### config.mk
export PLATFORM = sky130hd
export DESIGN_NAME = frame_rsp_sif
export DESIGN_NICKNAME = d
export VERILOG_FILES = /design/src/rtl/frame_pkg.sv /design/src/rtl/rsp_fifo2.sv /design/src/rtl/frame_rsp_sif.sv
export SDC_FILE = /design/constraint.sdc
export NUM_CORES = 1
export LEC_CHECK = 0
export CORE_MARGIN = 3
export CORE_UTILIZATION = 56
export DETAILED_ROUTE_END_ITERATION = 10
export PLACE_DENSITY = 0.81
export REMOVE_ABC_BUFFERS = 1
export SYNTH_ARGS = -nofsm -noshare
export SYNTH_HDL_FRONTEND = slang
export SYNTH_HIERARCHICAL = 1
export SYNTH_SLANG_ARGS = --single-unit
### constraint.sdc
create_clock -name clk -period 6.87 [get_ports clk]
set_clock_uncertainty 0.05 [all_clocks]
set_input_delay 1.7175 -clock clk [delete_from_list [all_inputs] [get_ports clk]]
set_output_delay 1.7175 -clock clk [all_outputs]
set_load 0.02 [all_outputs]
### src/rtl/frame_pkg.sv
// Frame field layout shared by the request and response frame interfaces,
// plus the buffered response entry type and the response frame packer.
package frame_pkg;

   localparam int FRM_WIDTH       = 32;
   localparam int FRM_RSP_BIT     = 31;
   localparam int FRM_INST_MSB    = 30;
   localparam int FRM_INST_LSB    = 28;
   localparam int FRM_ADDR_MSB    = 21;
   localparam int FRM_ADDR_LSB    = 17;
   localparam int FRM_WR_RD_S_BIT = 16;
   localparam int FRM_DATA_MSB    = 15;
   localparam int FRM_DATA_LSB    = 8;
   localparam int FRM_OPID_MSB    = 7;
   localparam int FRM_OPID_LSB    = 0;

   typedef struct packed {
      logic [4:0] addr;
      logic       wr_rd_s;
      logic [7:0] data;
      logic [7:0] op_id;
   } rsp_entry_t;

   // Bits [27:22] stay zero; only the marker, instance and entry fields are set.
   function automatic logic [FRM_WIDTH-1:0] pack_rsp_frame(input logic [2:0]  inst,
                                                           input rsp_entry_t e);
      logic [FRM_WIDTH-1:0] f;
      f                              = '0;
      f[FRM_RSP_BIT]                 = 1'b1;
      f[FRM_INST_MSB:FRM_INST_LSB]   = inst;
      f[FRM_ADDR_MSB:FRM_ADDR_LSB]   = e.addr;
      f[FRM_WR_RD_S_BIT]             = e.wr_rd_s;
      f[FRM_DATA_MSB:FRM_DATA_LSB]   = e.data;
      f[FRM_OPID_MSB:FRM_OPID_LSB]   = e.op_id;
      return f;
   endfunction

endpackage

### src/rtl/rsp_fifo2.sv
// Two-entry response FIFO; slot0 is always the head. A push to a full FIFO
// is ignored unless a pop happens in the same cycle.
module rsp_fifo2
   import frame_pkg::*;
(
   input  logic       clk,
   input  logic       rst,
   input  logic       push,
   input  rsp_entry_t push_entry,
   input  logic       pop,
   output logic       full,
   output logic       empty,
   output rsp_entry_t head
);

   logic [1:0] count_q, count_d;
   logic [1:0] count_after_pop;
   logic       do_pop;
   rsp_entry_t slot0_q, slot0_d;
   rsp_entry_t slot1_q, slot1_d;

   always_comb begin
      do_pop          = pop && (count_q != 2'd0);
      count_after_pop = do_pop ? (count_q - 2'd1) : count_q;
      slot0_d         = do_pop ? slot1_q : slot0_q;
      slot1_d         = slot1_q;
      count_d         = count_after_pop;
      if (push) begin
         case (count_after_pop)
            2'd0: begin
               slot0_d = push_entry;
               count_d = 2'd1;
            end
            2'd1: begin
               slot1_d = push_entry;
               count_d = 2'd2;
            end
            default: count_d = count_after_pop;
         endcase
      end
   end

   always_ff @(posedge clk) begin
      if (rst) begin
         count_q <= 2'd0;
      end else begin
         count_q <= count_d;
      end
   end

   always_ff @(posedge clk) begin
      slot0_q <= slot0_d;
      slot1_q <= slot1_d;
   end

   assign full  = (count_q == 2'd2);
   assign empty = (count_q == 2'd0);
   assign head  = slot0_q;

endmodule

### src/rtl/frame_rsp_sif.sv
// Response frame interface: buffers per-instance responses, arbitrates them
// round-robin and drives packed 32-bit frames through a registered valid/ready port.
module frame_rsp_sif
   import frame_pkg::*;
#(
   parameter int NUM_SW_INST = 5,
   parameter int W_WIDTH     = 8,
   parameter int FRAME_WIDTH = 32
)(
   input  logic                         clk,
   input  logic                         rst,
   input  logic [NUM_SW_INST-1:0]       rsp_valid,
   input  logic [NUM_SW_INST*5-1:0]     rsp_addr,
   input  logic [NUM_SW_INST-1:0]       rsp_wr_rd_s,
   input  logic [NUM_SW_INST*W_WIDTH-1:0] rsp_data,
   input  logic [NUM_SW_INST*8-1:0]     rsp_op_id,
   output logic [FRAME_WIDTH-1:0]       frame_out,
   output logic                         frame_valid,
   input  logic                         frame_ready,
   output logic [NUM_SW_INST-1:0]       ovf_sticky,
   input  logic                         ovf_clr
);

   localparam int MAX_INST = 8;

   if (W_WIDTH != 8) begin : g_chk_w_width
      $error("frame_rsp_sif: W_WIDTH must be 8");
   end
   if (FRAME_WIDTH != 32) begin : g_chk_frame_width
      $error("frame_rsp_sif: FRAME_WIDTH must be 32");
   end
   if (NUM_SW_INST < 1 || NUM_SW_INST > MAX_INST) begin : g_chk_num_inst
      $error("frame_rsp_sif: NUM_SW_INST must be 1..8");
   end

   logic [MAX_INST-1:0]    nonempty;
   rsp_entry_t             head_arr [MAX_INST];
   logic [NUM_SW_INST-1:0] fifo_full;
   logic [NUM_SW_INST-1:0] fifo_pop;
   logic [NUM_SW_INST-1:0] ovf_set;

   logic                   grant_vld;
   logic [2:0]             grant_idx;
   logic [3:0]             scan;
   logic                   can_load;
   logic                   load_en;

   logic [2:0]             rr_q, rr_d;
   logic                   frame_valid_q, frame_valid_d;
   logic [FRAME_WIDTH-1:0] frame_q, frame_d;
   logic [NUM_SW_INST-1:0] ovf_q, ovf_d;

   // Vectors are padded to 8 so the 3-bit grant index selects them directly.
   for (genvar i = 0; i < MAX_INST; i++) begin : g_inst
      if (i < NUM_SW_INST) begin : g_fifo
         rsp_entry_t entry;
         logic       empty;

         assign entry = '{addr:    rsp_addr[5*i +: 5],
                          wr_rd_s: rsp_wr_rd_s[i],
                          data:    rsp_data[W_WIDTH*i +: W_WIDTH],
                          op_id:   rsp_op_id[8*i +: 8]};

         rsp_fifo2 u_fifo (
            .clk        (clk),
            .rst        (rst),
            .push       (rsp_valid[i]),
            .push_entry (entry),
            .pop        (fifo_pop[i]),
            .full       (fifo_full[i]),
            .empty      (empty),
            .head       (head_arr[i])
         );

         assign nonempty[i] = !empty;
         assign fifo_pop[i] = load_en && (grant_idx == 3'(i));
         assign ovf_set[i]  = rsp_valid[i] && fifo_full[i] && !fifo_pop[i];
      end else begin : g_tie
         assign nonempty[i] = 1'b0;
         assign head_arr[i] = '0;
      end
   end

   always_comb begin
      grant_vld = 1'b0;
      grant_idx = '0;
      scan      = '0;
      for (int k = 0; k < NUM_SW_INST; k++) begin
         scan = {1'b0, rr_q} + 4'(k);
         if (scan >= 4'(NUM_SW_INST)) begin
            scan = scan - 4'(NUM_SW_INST);
         end
         if (!grant_vld && nonempty[scan[2:0]]) begin
            grant_vld = 1'b1;
            grant_idx = scan[2:0];
         end
      end
   end

   always_comb begin
      can_load      = !frame_valid_q || frame_ready;
      load_en       = can_load && grant_vld;
      frame_valid_d = frame_valid_q;
      frame_d       = frame_q;
      rr_d          = rr_q;
      if (can_load) begin
         frame_valid_d = grant_vld;
         if (grant_vld) begin
            frame_d = pack_rsp_frame(grant_idx, head_arr[grant_idx]);
            rr_d    = (({1'b0, grant_idx} + 4'd1) == 4'(NUM_SW_INST)) ? 3'd0
                                                                     : grant_idx + 3'd1;
         end
      end
      // A same-cycle overflow beats the clear.
      ovf_d = (ovf_clr ? '0 : ovf_q) | ovf_set;
   end

   always_ff @(posedge clk) begin
      if (rst) begin
         frame_valid_q <= 1'b0;
         frame_q       <= '0;
         rr_q          <= '0;
         ovf_q         <= '0;
      end else begin
         frame_valid_q <= frame_valid_d;
         frame_q       <= frame_d;
         rr_q          <= rr_d;
         ovf_q         <= ovf_d;
      end
   end

   assign frame_out   = frame_q;
   assign frame_valid = frame_valid_q;
   assign ovf_sticky  = ovf_q;

endmodule
-- After elaboration in Yosys (flattened, before gate mapping)
Index checks and enable logic that the tools add are counted.
- logic and storage cells: 216
- output and inout port bits: 38
- input port bits: 119
- flip-flop bits (word level): 265
- reduce and logical (&&, ||, !) cells: 63
- bitwise logic cells: 2
- magnitude comparators: 11
- $add $sub $neg: 16
- eq/ne operators: 15
- muxes and demuxes: 60
- operators by type and width (operator ; number):
    22-bit 2-to-1 mux ; 17
    22-bit binary-select mux with 3-bit select ; 1
    3-bit 2-to-1 mux ; 11
    1-bit logical AND ; 25
    2-bit zero test ; 10
    3-bit by 4-bit < comparator with 1-bit output, second input constant ; 5
    2-bit 2-to-1 mux ; 10
    2-bit one-hot mux with 2 select lines ; 5
    4-bit by 3-bit >= comparator with 1-bit output, second input constant ; 4
    1-bit binary-select mux with 3-bit select ; 5
    1-bit zero test ; 15
    3-bit subtractor, second input constant ; 5
    2-bit AND reduction ; 6
    2-bit by 1-bit == test with 1-bit output, second input constant ; 5
    2-bit == test, second input constant ; 5
    1-bit 2-to-1 mux ; 10
    2-bit nonzero test ; 5
    2-bit by 1-bit subtractor with 2-bit output, second input constant ; 5
    3-bit by 1-bit adder with 4-bit output, second input constant ; 2
    3-bit by 2-bit adder with 4-bit output, second input constant ; 2
    3-bit by 2-bit == test with 1-bit output, second input constant ; 2
    5-bit 2-to-1 mux ; 1
    5-bit bitwise OR ; 1
    3-bit by 3-bit adder with 4-bit output, second input constant ; 1
    other kinds (9) ; 9

-- Depth between registers and ports, before layout
- word-level depth: 24
- mapped depth: 24
- depth with buffers taken out: 19

-- Cells and area by module
Netlist, hierarchy kept.
- modules (own cells, without submodules) (module ; sequential area each (um2) ; times used ; cells an instance ; area each (um2)):
    rsp_fifo2 ; 1141.1 ; 5 ; 137 ; 1765.4
    frame_rsp_sif ; 700.7 ; 1 ; 374 ; 3368.2

-- Worst setup path after synthesis
OpenSTA, ideal clock, no wires.
- path kind: reg2reg
- start: reg rr_q[1]
- end: reg g_inst[2].g_fifo.u_fifo/slot1_q[0] in the netlist's numbering, enable pin
- slack: 1.980 ns
- arrival time: 4.459 ns
- buffers on the path: 4
- data required time: 6.439 ns
- cell stages (with the launch flop): 22
- period minus slack after synthesis: 4.890 ns
- library setup time: 0.381 ns
- cell sequence: dfxtp_1 buf_2 inv_1 ha_1 ha_1 buf_2 and2_1 a21oi_2 mux2_2 a22oi_1 nand2_1 o22ai_2 a21oi_2 buf_6 or2b_1 nor2_1 nand2b_4 buf_6 xnor2_2 inv_1 ha_1 and2_1
- word-level cells in the longest chain between the ends: 23
- elaborated cells between the ends (all ways): 54
- those cells by class: 9 x add/sub; 5 x order compare; 2 x eq/ne; 26 x mux; 12 x reduce/logical
- ends and longest elaborated chain (item ; RTL line ; text):
    start: declaration ; frame_rsp_sif.sv:48 ; logic [2:0] rr_q, rr_d;
    start signal: assignment ; frame_rsp_sif.sv:127 ; rr_q <= rr_d;
    parallel branches: the longest is 18 deep, another holds 3-bit by 1-bit adder with 4-bit output ; -- ;
    1-bit logical AND * ; frame_rsp_sif.sv:76 ; assign fifo_pop[i] = load_en && (grant_idx == 3'(i));
    via fifo_pop[2] ; frame_rsp_sif.sv:39 ; logic [NUM_SW_INST-1:0] fifo_pop;
    1-bit logical AND * ; rsp_fifo2.sv:23 ; do_pop = pop && (count_q != 2'd0);
    2-bit 2-to-1 mux * ; rsp_fifo2.sv:24 ; count_after_pop = do_pop ? (count_q - 2'd1) : count_q;
    2-bit by 1-bit == test with 1-bit output * ; rsp_fifo2.sv:29 ; case (count_after_pop)
    2-bit AND reduction (no line) * ; -- ;
    end signal: assignment ; rsp_fifo2.sv:53 ; slot1_q <= slot1_d;
    end: declaration ; rsp_fifo2.sv:20 ; rsp_entry_t slot1_q, slot1_d;
Mark *: on every way through the listed nets, which the timed path passes. The select of a mux whose other input is x is not followed.
A chain may end at the register's enable or synchronous reset.

==> flow_summary.yaml <==
synth:
  async_flop_share_pct: 0
  synthCells: 1059
  syn_area_um2: 12200
  ys_seq_area_share_pct: 52.53
  ys_seq_elements: 265
  ys_types: 78
  synth_edf_count: 110
  dominantRegCellSynth: "dfxtp_1"
  yosysTopAreaCell: "edfxtp_1"
  netlist_top_cells_area: "edfxtp_1, dfxtp_1, mux2i_1"
  syn_avg_cell_area_um2: 11.52
  yosysTopAreaCellShare_pct: 27.09
  ys_warn_count: 6
timing:
  final_max_slew_viol_count: 0
  fmax_ghz: 0.1762
  min_period_over_period_pct: 82.62
  finalCriticalPeriod_ns: 5.676
  whs_ns: 0.4081
  setup_viol: 0
  final_hold_viol_count: 0
  tightest_slew_ns: 1.357
  setup_slack_ns: 1.194
  relSlewSlack_pct: 9.179
  final.setup.tns_ns: 0
  rsz0062_at_grt: "false"
worst_hold_path:
  worstHoldPathCells: 2
  worstHoldEndpoint: "ovf_sticky[1]"
  hp-class: "flip-flop to flip-flop"
  min-delay-start: "ovf_sticky[1]"
worst_setup_path:
  worstPathMaxFanout: 44
  cp_slowest_stage_delay_ns: 0.66
  end_kind: "flip-flop"
  arrival_ns: 6.09
  crit_type: "flip-flop to flip-flop"
  path_buf_inv: 4
  path_cells: "buf_4 > inv_1 > ha_1 > mux2i_1 > a21o_1 > a221o_1 > a221oi_1 > o2bb2ai_1 > o22ai_2 > a21oi_4 > buf_4 > nand2_1 > nor2_1 > nand2b_4 > xnor2_2 > ha_1 > and2_1 > buf_4 > nand2_1 > o21ai_1"
  reg2reg_to: "g_inst[1].g_fifo.u_fifo/head[18]"
  cp_top_family: "compound AO/OA/AOI/OAI gates"
  rr_startpoint: "rr_q[1]"
  reg2reg_slack_ns: 1.19
  cpMostUsedCell: "buf_4"
  required_ns: 7.29
  cp_slowest_cell: "ha_1"
  startpoint: "rr_q[1]"
  reg2regPathDepth: 20
  startpoint_type: "flip-flop"
power_and_ir_drop:
  power.density_nw_per_um2: 621.0
  ir_worst_vdd_v: 0.0004937
  p_leak_nw: 6.137
  p_total_mw: 9.016
drt:
  postRouteAntennaNets: 0
  drtIter0Drc: 809
  drc_errors: 0
  wirelength_um: 29940
  vias_per_cell: 5.831
  firstDrtPassIters: 7
  vias: 8653
  wire_per_inst_um: 20.17
layout:
  fin_area_um2: 14520
  postLayoutCoreUtil_pct: 68.41
  layoutNonFillerInstCount: 1484
  layout_commonest_cell: "dfxtp_1"
  nets: 1336
  syn_to_final_growth_pct: 19.04
  final_cell_mix: "dfxtp_1, clkdlybuf4s50_1, mux2i_1"
  drive_gt1_share_pct: 10.59
  n_antenna_cell: 0
global_route:
  grt_max_degree: 45
  use_met2_pct: 40.65
  busiest_layer: "met2"
  use_met1_pct: 31.38
  met3_usage_pct: 3.800
  grt_overflow: 0
  grt_antenna_before_repair: 2
  grt.total_usage_pct: 24.35
  grt_pass1_wl_um: 46200
  first_global_vias: 8641
flow_run:
  max_cap_viol_count: 0
placement:
  dp.cells: 1434
  dp_slack_ns: 1.227
  post-dp-hpwl_um: 20320
  place.gp.congestion: 0.8953
  placed_area_um2: 13660
  port_buffers: 150
clock_network:
  clk_pin_slew_ns: 0.06
  cts_buffer_depth: 3
  insertion_delay_ns: 0.53
  htreeDepth: 1
  cts_hold_buf: 0
  cts_resized: 0
  cts_made_buffers: 27
  cts_setup_buffers: 0
  clock_sinks: 265
  cts-root-buf: "clkbuf_16"
  cts_tree: "yes"
floorplan:
  fp-row-count: 53
  die_w_um: 153.6
  die_h_um: 153.6
  design.core.area_um2: 21220
  start_util_pct: 57.47
  num_io_pins: 157
  die_area_um2: 23580
outcome:
  outcome: "finished, final reports clean"
==> cells by family (layout without fill, tap and decap cells) <==
logic type	after synthesis	in the layout	share of synthesized area (%)
DFF	265	265	52.53
other	1	6	0.03075
AOI/OAI and AO/OA	241	241	13.07
muxes	171	171	15.19
adders and majority gates	29	29	3.037
and+or+nand+nor	238	238	9.757
xor gates and xnor gates	9	9	0.9541
buffers and inverters	105	250	5.427
==> state kept, by name, indices dropped and copies added, names as in the netlist <==
register	flops
rr_q	3
ovf_sticky	5
g_inst.g_fifo.u_fifo/count_q	10
g_inst.g_fifo.u_fifo/head	110
g_inst.g_fifo.u_fifo/slot1_q	110
frame_out	26
frame_valid	1
==> worst reg2reg max path: cells and delay by family, from the launching register on <==
family,cells,cell delay [ns]
AND/OR/NAND/NOR,5,0.94
buffers and inverters,4,1.19
flip-flops,1,0.32
AO/OA/AOI/OAI,7,1.74
multiplexers,1,0.17
XOR/XNOR,1,0.36
adder cells (fa/ha/maj),2,0.85
==> worst max-delay path by stage <==
stage / endpoint / cells after the start
after global routing: g_inst[1].g_fifo.u_fifo/head[9] / 20
after CTS: g_inst[1].g_fifo.u_fifo/head[18] / 20
after floorplan: g_inst[3].g_fifo.u_fifo/head[13] / 17
final: g_inst[1].g_fifo.u_fifo/head[18] / 20
after global placement: g_inst[0].g_fifo.u_fifo/slot1_q[16] / 18
after detailed placement: g_inst[0].g_fifo.u_fifo/slot1_q[7] / 18
==> cell usage after synthesis (2+ instances only) <==
cell type	instances
or2_1	2
nand2b_1	12
o31ai_1	4
a21oi_2	3
a211oi_1	9
nor2b_1	5
a32oi_1	2
o211ai_1	9
nand2b_4	5
a31oi_1	3
a22oi_1	2
and2_1	16
o21ai_1	123
buf_2	32
mux2i_1	139
nand2_1	132
a221o_1	3
xnor2_2	5
nand3_1	4
nor2_2	3
buf_6	24
dfxtp_1	155
mux2_4	27
nor2b_4	2
nor2_1	28
o21ai_0	13
a21oi_1	12
xnor2_1	4
or2b_1	3
nor3_1	8
a222oi_1	22
a21o_1	5
nor3b_1	3
o311ai_1	2
o22ai_1	5
buf_4	11
or3_1	2
ha_1	28
edfxtp_1	110
o22ai_2	6
inv_1	31
mux2_2	5
clkbuf_2	5
==> routing by layer <==
layer  wire length, um  vias to the layer above
met1             11670                     4092
met3              2347                       79
met4              1321                        4
met2             14570                      373
met5                25                        -
li1                  -                     4105
==> layout make-up <==
class	instances	area, um^2
Tap cell	275	344.1
Multi-Input combinational cell	694	5154
Clock inverter	11	86.33
Fill cell	1581	6703
Sequential cell	265	6406
Clock buffer	39	770.7
Inverter	32	120.1
Timing Repair Buffer	168	1637
==> power breakdown <==
part	switching [mW]	internal (mW)
Sequential	0.281	2.36
Combinational	2.87	2.09
Clock	0.594	0.817
Power figures use the tool's default switching activity.
